`src/rtl/slc3_pkg.sv`:
```
// Shared SLC-3 definitions: memory/IO controller state encoding and IO map.
package slc3_pkg;

  // Controller states.
  typedef enum logic [2:0] {
    ST_IDLE   = 3'd0,
    ST_SETUP  = 3'd1,
    ST_ACCESS = 3'd2,
    ST_DONE   = 3'd3,
    ST_IO     = 3'd4
  } mem_io_state_t;

  // Wait-state counter width.
  localparam int unsigned CNT_W = 4;

  // Default IO window: LED register at the base, switches at all-ones.
  localparam logic [15:0] IO_BASE_DEFAULT = 16'hFFFE;
  localparam logic [15:0] LED_ADDR        = 16'hFFFE;
  localparam logic [15:0] SW_ADDR         = 16'hFFFF;

endpackage

```
`src/rtl/sync2.sv`:
```
// Two-flop synchroniser for asynchronous level inputs.
// Ports: clk_i, rst_i (sync, active high), d_i async input, q_o synchronised output.
module sync2 #(
  parameter int unsigned W = 16
) (
  input  logic         clk_i,
  input  logic         rst_i,
  input  logic [W-1:0] d_i,
  output logic [W-1:0] q_o
);

  logic [W-1:0] meta_q;
  logic [W-1:0] sync_q;

  always_ff @(posedge clk_i) begin
    if (rst_i) begin
      meta_q <= '0;
      sync_q <= '0;
    end else begin
      meta_q <= d_i;
      sync_q <= meta_q;
    end
  end

  assign q_o = sync_q;

endmodule

```
`src/rtl/mem_io_ctrl.sv`:
```
// SLC-3 memory/IO controller: req/ack handshake to async SRAM with configurable
// wait states, plus a memory-mapped IO window (LED register, hex digits, switches).
// Ports: Clk/Reset; CPU side req, we, addr, wdata, rdata, ack, busy;
// board IO Switches, HEX, LED; SRAM strobes Mem_*, SRAM_ADDR, SRAM_DQ_out/oe/in.
module mem_io_ctrl
  import slc3_pkg::*;
#(
  parameter int unsigned DATA_W      = 16,
  parameter int unsigned ADDR_W      = 16,
  parameter int unsigned SRAM_ADDR_W = 20,
  parameter int unsigned WAIT_CYCLES = 2,
  parameter int unsigned NUM_HEX     = 4,
  parameter int unsigned LED_W       = 12,
  parameter logic [ADDR_W-1:0] IO_BASE = ADDR_W'(IO_BASE_DEFAULT)
) (
  input  logic                   Clk,
  input  logic                   Reset,
  input  logic                   req,
  input  logic                   we,
  input  logic [ADDR_W-1:0]      addr,
  input  logic [DATA_W-1:0]      wdata,
  output logic [DATA_W-1:0]      rdata,
  output logic                   ack,
  output logic                   busy,
  input  logic [DATA_W-1:0]      Switches,
  output logic [NUM_HEX*4-1:0]   HEX,
  output logic [LED_W-1:0]       LED,
  output logic                   Mem_CE,
  output logic                   Mem_UB,
  output logic                   Mem_LB,
  output logic                   Mem_OE,
  output logic                   Mem_WE,
  output logic [SRAM_ADDR_W-1:0] SRAM_ADDR,
  output logic [DATA_W-1:0]      SRAM_DQ_out,
  output logic                   SRAM_DQ_oe,
  input  logic [DATA_W-1:0]      SRAM_DQ_in
);

  localparam int unsigned HEX_W = NUM_HEX * 4;
  localparam logic [ADDR_W-1:0] SW_ADDR_L = {ADDR_W{1'b1}};
  localparam logic [CNT_W-1:0]  CNT_LOAD  = CNT_W'(WAIT_CYCLES - 1);

  mem_io_state_t state_q, state_d;
  logic [CNT_W-1:0] cnt_q, cnt_d;
  logic we_q, we_d;
  logic ce_n_q, ce_n_d;
  logic oe_n_q, oe_n_d;
  logic we_n_q, we_n_d;
  logic dq_oe_q, dq_oe_d;
  logic ack_q, ack_d;
  logic busy_q, busy_d;
  logic [DATA_W-1:0]      rdata_q;
  logic [HEX_W-1:0]       hex_q;
  logic [LED_W-1:0]       led_q;
  logic [SRAM_ADDR_W-1:0] sram_addr_q;
  logic [DATA_W-1:0]      wdata_q;
  logic [DATA_W-1:0]      sw_sync;
  logic                   io_sel;
  logic                   accept;
  logic [DATA_W-1:0]      io_rdata;

  sync2 #(.W(DATA_W)) u_sw_sync (
    .clk_i (Clk),
    .rst_i (Reset),
    .d_i   (Switches),
    .q_o   (sw_sync)
  );

  assign io_sel = (addr >= IO_BASE);
  assign accept = (state_q == ST_IDLE) && req;

  // IO read mux, evaluated on the accepting edge so data is ready with ack.
  always_comb begin
    io_rdata = '0;
    if (addr == IO_BASE) begin
      io_rdata = DATA_W'(led_q);
    end else if (addr == SW_ADDR_L) begin
      io_rdata = sw_sync;
    end
  end

  // Next state, then registered strobe targets decoded from the next state.
  always_comb begin
    state_d = state_q;
    cnt_d   = cnt_q;
    we_d    = we_q;
    ce_n_d  = 1'b1;
    oe_n_d  = 1'b1;
    we_n_d  = 1'b1;
    dq_oe_d = 1'b0;
    ack_d   = 1'b0;
    busy_d  = 1'b0;

    case (state_q)
      ST_IDLE: begin
        if (req) begin
          we_d    = we;
          state_d = io_sel ? ST_IO : ST_SETUP;
        end
      end
      ST_SETUP: begin
        cnt_d   = CNT_LOAD;
        state_d = ST_ACCESS;
      end
      ST_ACCESS: begin
        if (cnt_q == '0) begin
          state_d = ST_DONE;
        end else begin
          cnt_d = cnt_q - CNT_W'(1);
        end
      end
      ST_DONE: state_d = ST_IDLE;
      ST_IO:   state_d = ST_IDLE;
      default: state_d = ST_IDLE;
    endcase

    busy_d = (state_d != ST_IDLE);
    case (state_d)
      ST_SETUP: begin
        ce_n_d  = 1'b0;
        oe_n_d  = we_d;
        dq_oe_d = we_d;
      end
      ST_ACCESS: begin
        ce_n_d  = 1'b0;
        oe_n_d  = we_d;
        we_n_d  = ~we_d;
        dq_oe_d = we_d;
      end
      ST_DONE: begin
        ce_n_d  = 1'b0;
        dq_oe_d = we_d;
        ack_d   = 1'b1;
      end
      ST_IO:   ack_d = 1'b1;
      default: ;
    endcase
  end

  // State and registered outputs; reset aborts any access without an ack.
  always_ff @(posedge Clk) begin
    if (Reset) begin
      state_q <= ST_IDLE;
      cnt_q   <= '0;
      we_q    <= 1'b0;
      ce_n_q  <= 1'b1;
      oe_n_q  <= 1'b1;
      we_n_q  <= 1'b1;
      dq_oe_q <= 1'b0;
      ack_q   <= 1'b0;
      busy_q  <= 1'b0;
    end else begin
      state_q <= state_d;
      cnt_q   <= cnt_d;
      we_q    <= we_d;
      ce_n_q  <= ce_n_d;
      oe_n_q  <= oe_n_d;
      we_n_q  <= we_n_d;
      dq_oe_q <= dq_oe_d;
      ack_q   <= ack_d;
      busy_q  <= busy_d;
    end
  end

  // Datapath: request latching, IO register file and SRAM read capture.
  always_ff @(posedge Clk) begin
    if (Reset) begin
      rdata_q     <= '0;
      hex_q       <= '0;
      led_q       <= '0;
      sram_addr_q <= '0;
      wdata_q     <= '0;
    end else begin
      if (accept) begin
        if (io_sel) begin
          if (we) begin
            if (addr == IO_BASE) begin
              led_q <= wdata[LED_W-1:0];
            end else if (addr == SW_ADDR_L) begin
              hex_q <= wdata[HEX_W-1:0];
            end
          end else begin
            rdata_q <= io_rdata;
          end
        end else begin
          sram_addr_q <= SRAM_ADDR_W'(addr);
          wdata_q     <= wdata;
        end
      end
      if ((state_q == ST_ACCESS) && (cnt_q == '0) && !we_q) begin
        rdata_q <= SRAM_DQ_in;
      end
    end
  end

  assign rdata       = rdata_q;
  assign ack         = ack_q;
  assign busy        = busy_q;
  assign HEX         = hex_q;
  assign LED         = led_q;
  assign Mem_CE      = ce_n_q;
  assign Mem_UB      = ce_n_q;
  assign Mem_LB      = ce_n_q;
  assign Mem_OE      = oe_n_q;
  assign Mem_WE      = we_n_q;
  assign SRAM_ADDR   = sram_addr_q;
  assign SRAM_DQ_out = wdata_q;
  assign SRAM_DQ_oe  = dq_oe_q;

endmodule

```
`config.mk`:
```
export PLATFORM = sky130hd
export DESIGN_NAME = mem_io_ctrl
export DESIGN_NICKNAME = d
export VERILOG_FILES = /design/src/rtl/slc3_pkg.sv /design/src/rtl/sync2.sv /design/src/rtl/mem_io_ctrl.sv
export SDC_FILE = /design/constraint.sdc
export NUM_CORES = 1
export LEC_CHECK = 0
export CORE_UTILIZATION = 45
export DETAILED_ROUTE_END_ITERATION = 10
export PLACE_DENSITY = 0.87
export SYNTH_ARGS = -nofsm -noshare
export SYNTH_HDL_FRONTEND = slang
export SYNTH_SLANG_ARGS = --single-unit
```
`constraint.sdc`:
```
create_clock -name Clk -period 2.9 [get_ports Clk]
set_input_delay 0.58 -clock Clk [delete_from_list [all_inputs] [get_ports Clk]]
set_output_delay 0.58 -clock Clk [all_outputs]
set_load 0.02 [all_outputs]
```
==> out/results.tsv, run 1 <==
metric	value	unit
CP startpoint	addr[2]	
Register Area	2440	sq um
Crit path depth	6	
critical path data required time	3.24	ns
combinational family with the most area after synthesis	compound AO/OA/AOI/OAI gates	
critical path class	primary input to flip-flop	
max-slew violation count	0	
Ys Warns	0	
number of global-route vias before repair	4558	
Die Y	104	um
cell taking the most area after synthesis	dfxtp_1	
CTS root buffer	clkbuf_8	
Tot GR Track Use	25.9	%
input/output buffers	151	
Hold Path Class	flip-flop to flip-flop	
Least-Margin Pin Slew	0.864	ns
total gr overflow	0	
clock buffer depth	2	
CTS H-Tree Depth	4	
final core occ	69.6	%
endpoints failing setup	0	
P_sw	1.32	mW
crit path DAT	3.04	ns
HPWL after DPL	9170	um
pin count of the biggest net entering global routing	88	
Hold Slack	0.433	ns
Synth Area in Adders	0.268	%
internal reg-to-reg setup slack	0.34	ns
hold_buf cts	0	
Sw Share	26.2	%
GPL Wtd Cong	0.838	
Pre-antenna DRT Iters	5	
final net count	725	
chain of cells forming the critical path	clkdlybuf4s50_1 > nand4_1 > or4_2 > buf_4 > o21a_4 > a2111oi_1	
Synth area leaders	dfxtp_1, a21oi_1, o21ai_0	
post-synthesis async set-or-reset flop share	0	%
startpoint types	primary input	
number of flops mapped to enable cells by yosys	0	
Slew HR	42.4	%
Worst R2R Start	cnt_q[0]	
fill cell count	733	
Synth top cells by count	dfxtp_1, a21oi_1, o21ai_0	
via/cell ratio	5.75	
CTS buffer count	17	
Worst Path Buf+Inv	2	
Comb power frac	17.5	%
xor/xnor share of the synthesized area	0.188	%
Clk network pwr share	45.0	%
Die Footprint	10800	sq um
mean post-synth cell area	8.89	sq um
diode count	0	
first-pass GRT wire length	22200	um
mux cell area share after synthesis	0	%
register area share after synthesis	52.3	%
nature of the critical path endpoint	flip-flop	
Max Cap Viol	0	
total clock sinks	122	
area of the multi-input gates	1940	sq um
final antenna-violating net count	0	
internal power	3.73	mW
vias	4613	
WL final	14100	um
top-level port count	156	
ys flop type	dfxtp_1	
layout cells sized above 1	8.37	%
Worst Hold Launch	u_sw_sync.meta_q[6]	
synthesized flop and latch total	122	
PwrDens	732	nW/um^2
Seq pwr share	37.4	%
CP max-delay cell	or4_2	
period utilization	93.1	%
CTS tree	done	
Die Width	104	um
core area	9910	sq um
initial antenna violation count	0	
post-synthesis compound-gate area fraction	21.1	%
starting density of the core	47.1	%
status	completed	
DRT iter0 DRCs	293	
Core Rows	36	
post-synth top area share	52.3	%
most frequent cell after synthesis	dfxtp_1	
Pleak	2.40	nW
Post-Syn Area	4670	sq um
drt wl/cell	17.5	um
Peak VDD IR	0.000410	V
synth unique cells	44	
clock transition at the registers of the reported paths	0.06	ns
Final Hold Viols	0	
simple-gate portion of the synthesized area	19.2	%
area grow syn2layout	47.8	%
number of remaining DRC errors	0	
Clk Latency, worst-skew pair	0.51	ns
Critical Path End	rdata[11]	
Mapped Cells	525	
max incr delay on CP	0.71	ns
worst flop-to-flop path endpoint	rdata[11]	
setup bufs post-CTS	0	
Final min period	2.70	ns
family with the most delay on the worst path	compound AO/OA/AOI/OAI gates	
unrepaired setup endpoints after global routing	false	
crit path max fanout	18	
R2R depth	6	
Fmax	0.370	GHz
final worst clock skew	0.00573	ns
post-CTS sizing	0	
==> stage by stage <==
stage / area (sq um) / setup slack (ns) / setup TNS, ns / std cells / power [mW]
floorplan: 4680 / 0.771 / 0 / 528 / 2.41
global placement: 6250 / -0.00598 / -0.00598 / 770 / 2.76
detailed placement: 6250 / -0.124 / -0.578 / 770 / 2.79
CTS: 6900 / 0.292 / 0 / 802 / 5.06
global route: 6900 / 0.209 / 0 / 802 / 5.24
finish: 6900 / 0.199 / 0 / 802 / 5.05
==> cell families after synthesis <==
| family | count (synthesis) |
|---|---|
| compound gates | 168 |
| simple gates | 158 |
| flops | 122 |
| buf+inv | 74 |
| xor+xnor | 1 |
| fa+ha+maj | 1 |
| other cells | 1 |
==> placed cells by master (no fill, tap or decap), types with 4 or more instances in the layout <==
master	synthesis	final
nor2b_1	44	44
inv_1	18	18
a21oi_1	67	67
clkbuf_16	0	16
clkinv_4	0	5
nand3_1	62	62
a2111oi_1	7	7
nor2_1	17	17
clkdlybuf4s50_1	0	150
nand2_1	6	6
bufinv_16	0	5
conb_1	1	4
a2111oi_0	17	17
o21ai_0	63	63
dfxtp_1	122	122
nand4_1	6	6
buf_4	6	13
==> power by group through the flow <==
stage          sequential, mW  clock, mW  combinational (mW)
6_report                 1.89       2.28               0.887
5_1_grt                  1.91       2.39               0.947
4_1_cts                  1.89       2.29               0.882
3_5_place_dp             1.92          0               0.868
3_3_place_gp             1.92          0               0.842
2_1_floorplan            2.02          0               0.382
==> layer usage <==
metal  vias up  routed length [um]  track usage [%]  share of wire, %
met5         -                   0                0                 0
met4         0                 868             18.9               6.2
met3        70                1040             6.33               7.4
met2       240                6900             42.9                49
met1      2180                5240             29.2                37
li1       2123                   -                -                 -
==> worst min-delay path by stage <==
stage,to,slack [ns],cells after the start
floorplan,u_sw_sync.q_o[0],0.41,1
global placement,u_sw_sync.q_o[1],0.42,1
detailed placement,u_sw_sync.q_o[6],0.42,1
CTS,u_sw_sync.q_o[6],0.44,1
global route,u_sw_sync.q_o[5],0.46,1
finish,u_sw_sync.q_o[6],0.43,1
==> area by class of cell <==
| type | count | share of cell area (%) |
|---|---|---|
| multi-input cells | 332 | 28.1 |
| well taps | 133 | 2.41 |
| clock buffers | 19 | 6.26 |
| repair buffers | 165 | 23.8 |
| inverters | 18 | 0.979 |
| flip-flops and latches | 122 | 35.4 |
| clock inverters | 13 | 3.16 |
==> registers in the layout, indices dropped and copies added (netlist names), 3 cells and up <==
name,count
LED,12
rdata,16
SRAM_ADDR,16
cnt_q,4
HEX,16
state_q,3
u_sw_sync.meta_q,16
u_sw_sync.q_o,16
SRAM_DQ_out,16
No activity file was read; power rests on OpenSTA's default activity.
==> inputs of run 2 (changes only) <==
--- a/config.mk
+++ b/config.mk
@@ -5,9 +5,10 @@
 export SDC_FILE = /design/constraint.sdc
 export NUM_CORES = 1
 export LEC_CHECK = 0
-export CORE_UTILIZATION = 45
+export CORE_UTILIZATION = 34
 export DETAILED_ROUTE_END_ITERATION = 10
-export PLACE_DENSITY = 0.87
+export PLACE_DENSITY = 0.7
+export SLEW_MARGIN = 40
 export SYNTH_ARGS = -nofsm -noshare
 export SYNTH_HDL_FRONTEND = slang
 export SYNTH_SLANG_ARGS = --single-unit
==> out/results.tsv, run 2 (synthesis results as in run 1) <==
metric	value	unit
worst setup margin	0.376	ns
Worst R2R Start	cnt_q[0]	
Least-Margin Pin Slew	0.618	ns
Die Y	119	um
first-pass GRT wire length	22000	um
chain of cells forming the critical path	clkdlybuf4s50_1 > nand4_1 > or4_2 > o21a_4 > a2111oi_0	
Final Hold Viols	0	
clock buffer depth	2	
worst flop-to-flop path endpoint	rdata[1]	
setup bufs post-CTS	0	
critical path class	primary input to flip-flop	
critical path data required time	3.17	ns
Hold Slack	0.429	ns
Comb power frac	17.8	%
final antenna-violating net count	0	
startpoint types	primary input	
Die Footprint	14200	sq um
crit path max fanout	15	
layout cells sized above 1	8.92	%
Sw Share	26.2	%
CTS root buffer	clkbuf_16	
Hold Path Class	flip-flop to flip-flop	
endpoints failing setup	0	
initial antenna violation count	0	
nature of the critical path endpoint	flip-flop	
Peak VDD IR	0.000424	V
CTS H-Tree Depth	4	
internal reg-to-reg setup slack	0.51	ns
CTS tree	done	
starting density of the core	35.1	%
internal power	3.64	mW
Pleak	2.40	nW
DRT iter0 DRCs	367	
number of global-route vias before repair	4209	
WL final	14100	um
Fmax	0.396	GHz
Final Power	4.93	mW
PwrDens	708	nW/um^2
crit path DAT	2.80	ns
Slew HR	58.8	%
core area	13300	sq um
HPWL after DPL	9700	um
area grow syn2layout	48.9	%
Final min period	2.52	ns
R2R depth	6	
post-CTS sizing	0	
Clk network pwr share	43.8	%
number of remaining DRC errors	0	
via/cell ratio	5.27	
CTS buffer count	17	
Pre-antenna DRT Iters	5	
total clock sinks	122	
unrepaired setup endpoints after global routing	false	
CP max-delay cell	or4_2	
GPL Wtd Cong	0.867	
P_sw	1.29	mW
drt wl/cell	16.6	um
Core Rows	42	
vias	4473	
Tot GR Track Use	20.0	%
Clk Latency, worst-skew pair	0.41	ns
input/output buffers	151	
Die Width	119	um
hold_buf cts	0	
max incr delay on CP	0.81	ns
status	completed	
max-slew violation count	0	
Hold Crit Endpoint	u_sw_sync.q_o[13]	
period utilization	87.0	%
most common cell after layout, fill and taps aside	clkdlybuf4s50_1	
top-level port count	156	
commonest non-fill, non-tap cells in the layout	clkdlybuf4s50_1, dfxtp_1, a21oi_1	
hold path depth	1	
diode count	0	
Seq pwr share	38.4	%
total gr overflow	0	
Place WS	-0.0498	ns
Max Cap Viol	0	
Worst Hold Launch	u_sw_sync.meta_q[13]	
final worst clock skew	0.0140	ns
clock transition at the registers of the reported paths	0.05	ns
final net count	729	
pin count of the biggest net entering global routing	85	
-- run 2: per-stage QoR --
stage / util (%) / instance area [sq um] / std cells / TNS [ns]
3_5_place_dp: 47.6 / 6330 / 817 / -0.172
6_report: 52.3 / 6950 / 849 / 0
3_3_place_gp: 47.6 / 6330 / 817 / 0
5_1_grt: 52.3 / 6950 / 849 / 0
4_1_cts: 52.3 / 6950 / 849 / 0
2_1_floorplan: - / 4680 / 528 / 0
-- run 2: how the worst max path moves through the flow --
| stage | startpoint | end | slack [ns] | cells past startpoint |
|---|---|---|---|---|
| finish | addr[2] | rdata[1] | 0.38 | 5 |
| global route | addr[2] | rdata[0] | 0.23 | 5 |
| CTS | addr[2] | rdata[9] | 0.37 | 6 |
| detailed placement | addr[2] | rdata[9] | -0.05 | 6 |
| global placement | addr[6] | rdata[11] | 0.03 | 6 |
| floorplan | addr[6] | rdata[10] | 0.77 | 6 |
-- run 2: cell type report --
type	count	area, sq um
clock buffer	21	470
clock inverter	11	144
fill	1172	6340
inverter	18	67.6
multi-input combinational	332	1940
sequential	122	2440
tap	176	220
timing repair buffer	169	1670
-- run 2: critical path, delay by kind of cell --
kind	cells	cell delay, ns
AO/OA/AOI/OAI	2	0.78
buffers and inverters	1	0.49
AND/OR/NAND/NOR	2	0.94
-- run 2: power groups by stage --
| stage | Combinational (mW) | Sequential (mW) | Clock [mW] |
|---|---|---|---|
| global route | 0.945 | 1.90 | 2.28 |
| floorplan | 0.382 | 2.02 | 0 |
| CTS | 0.877 | 1.89 | 2.19 |
| global placement | 0.858 | 1.92 | 0 |
| finish | 0.876 | 1.89 | 2.16 |
| detailed placement | 0.874 | 1.93 | 0 |
-- run 2: routing by layer --
metal / global-route usage, % / part of all wire (%) / vias up
met4: 8.70 / 2.5 / 0
met5: 0 / 0 / -
met2: 31.9 / 48 / 188
li1: - / - / 2129
met3: 5.75 / 6.7 / 26
met1: 25.0 / 42 / 2130
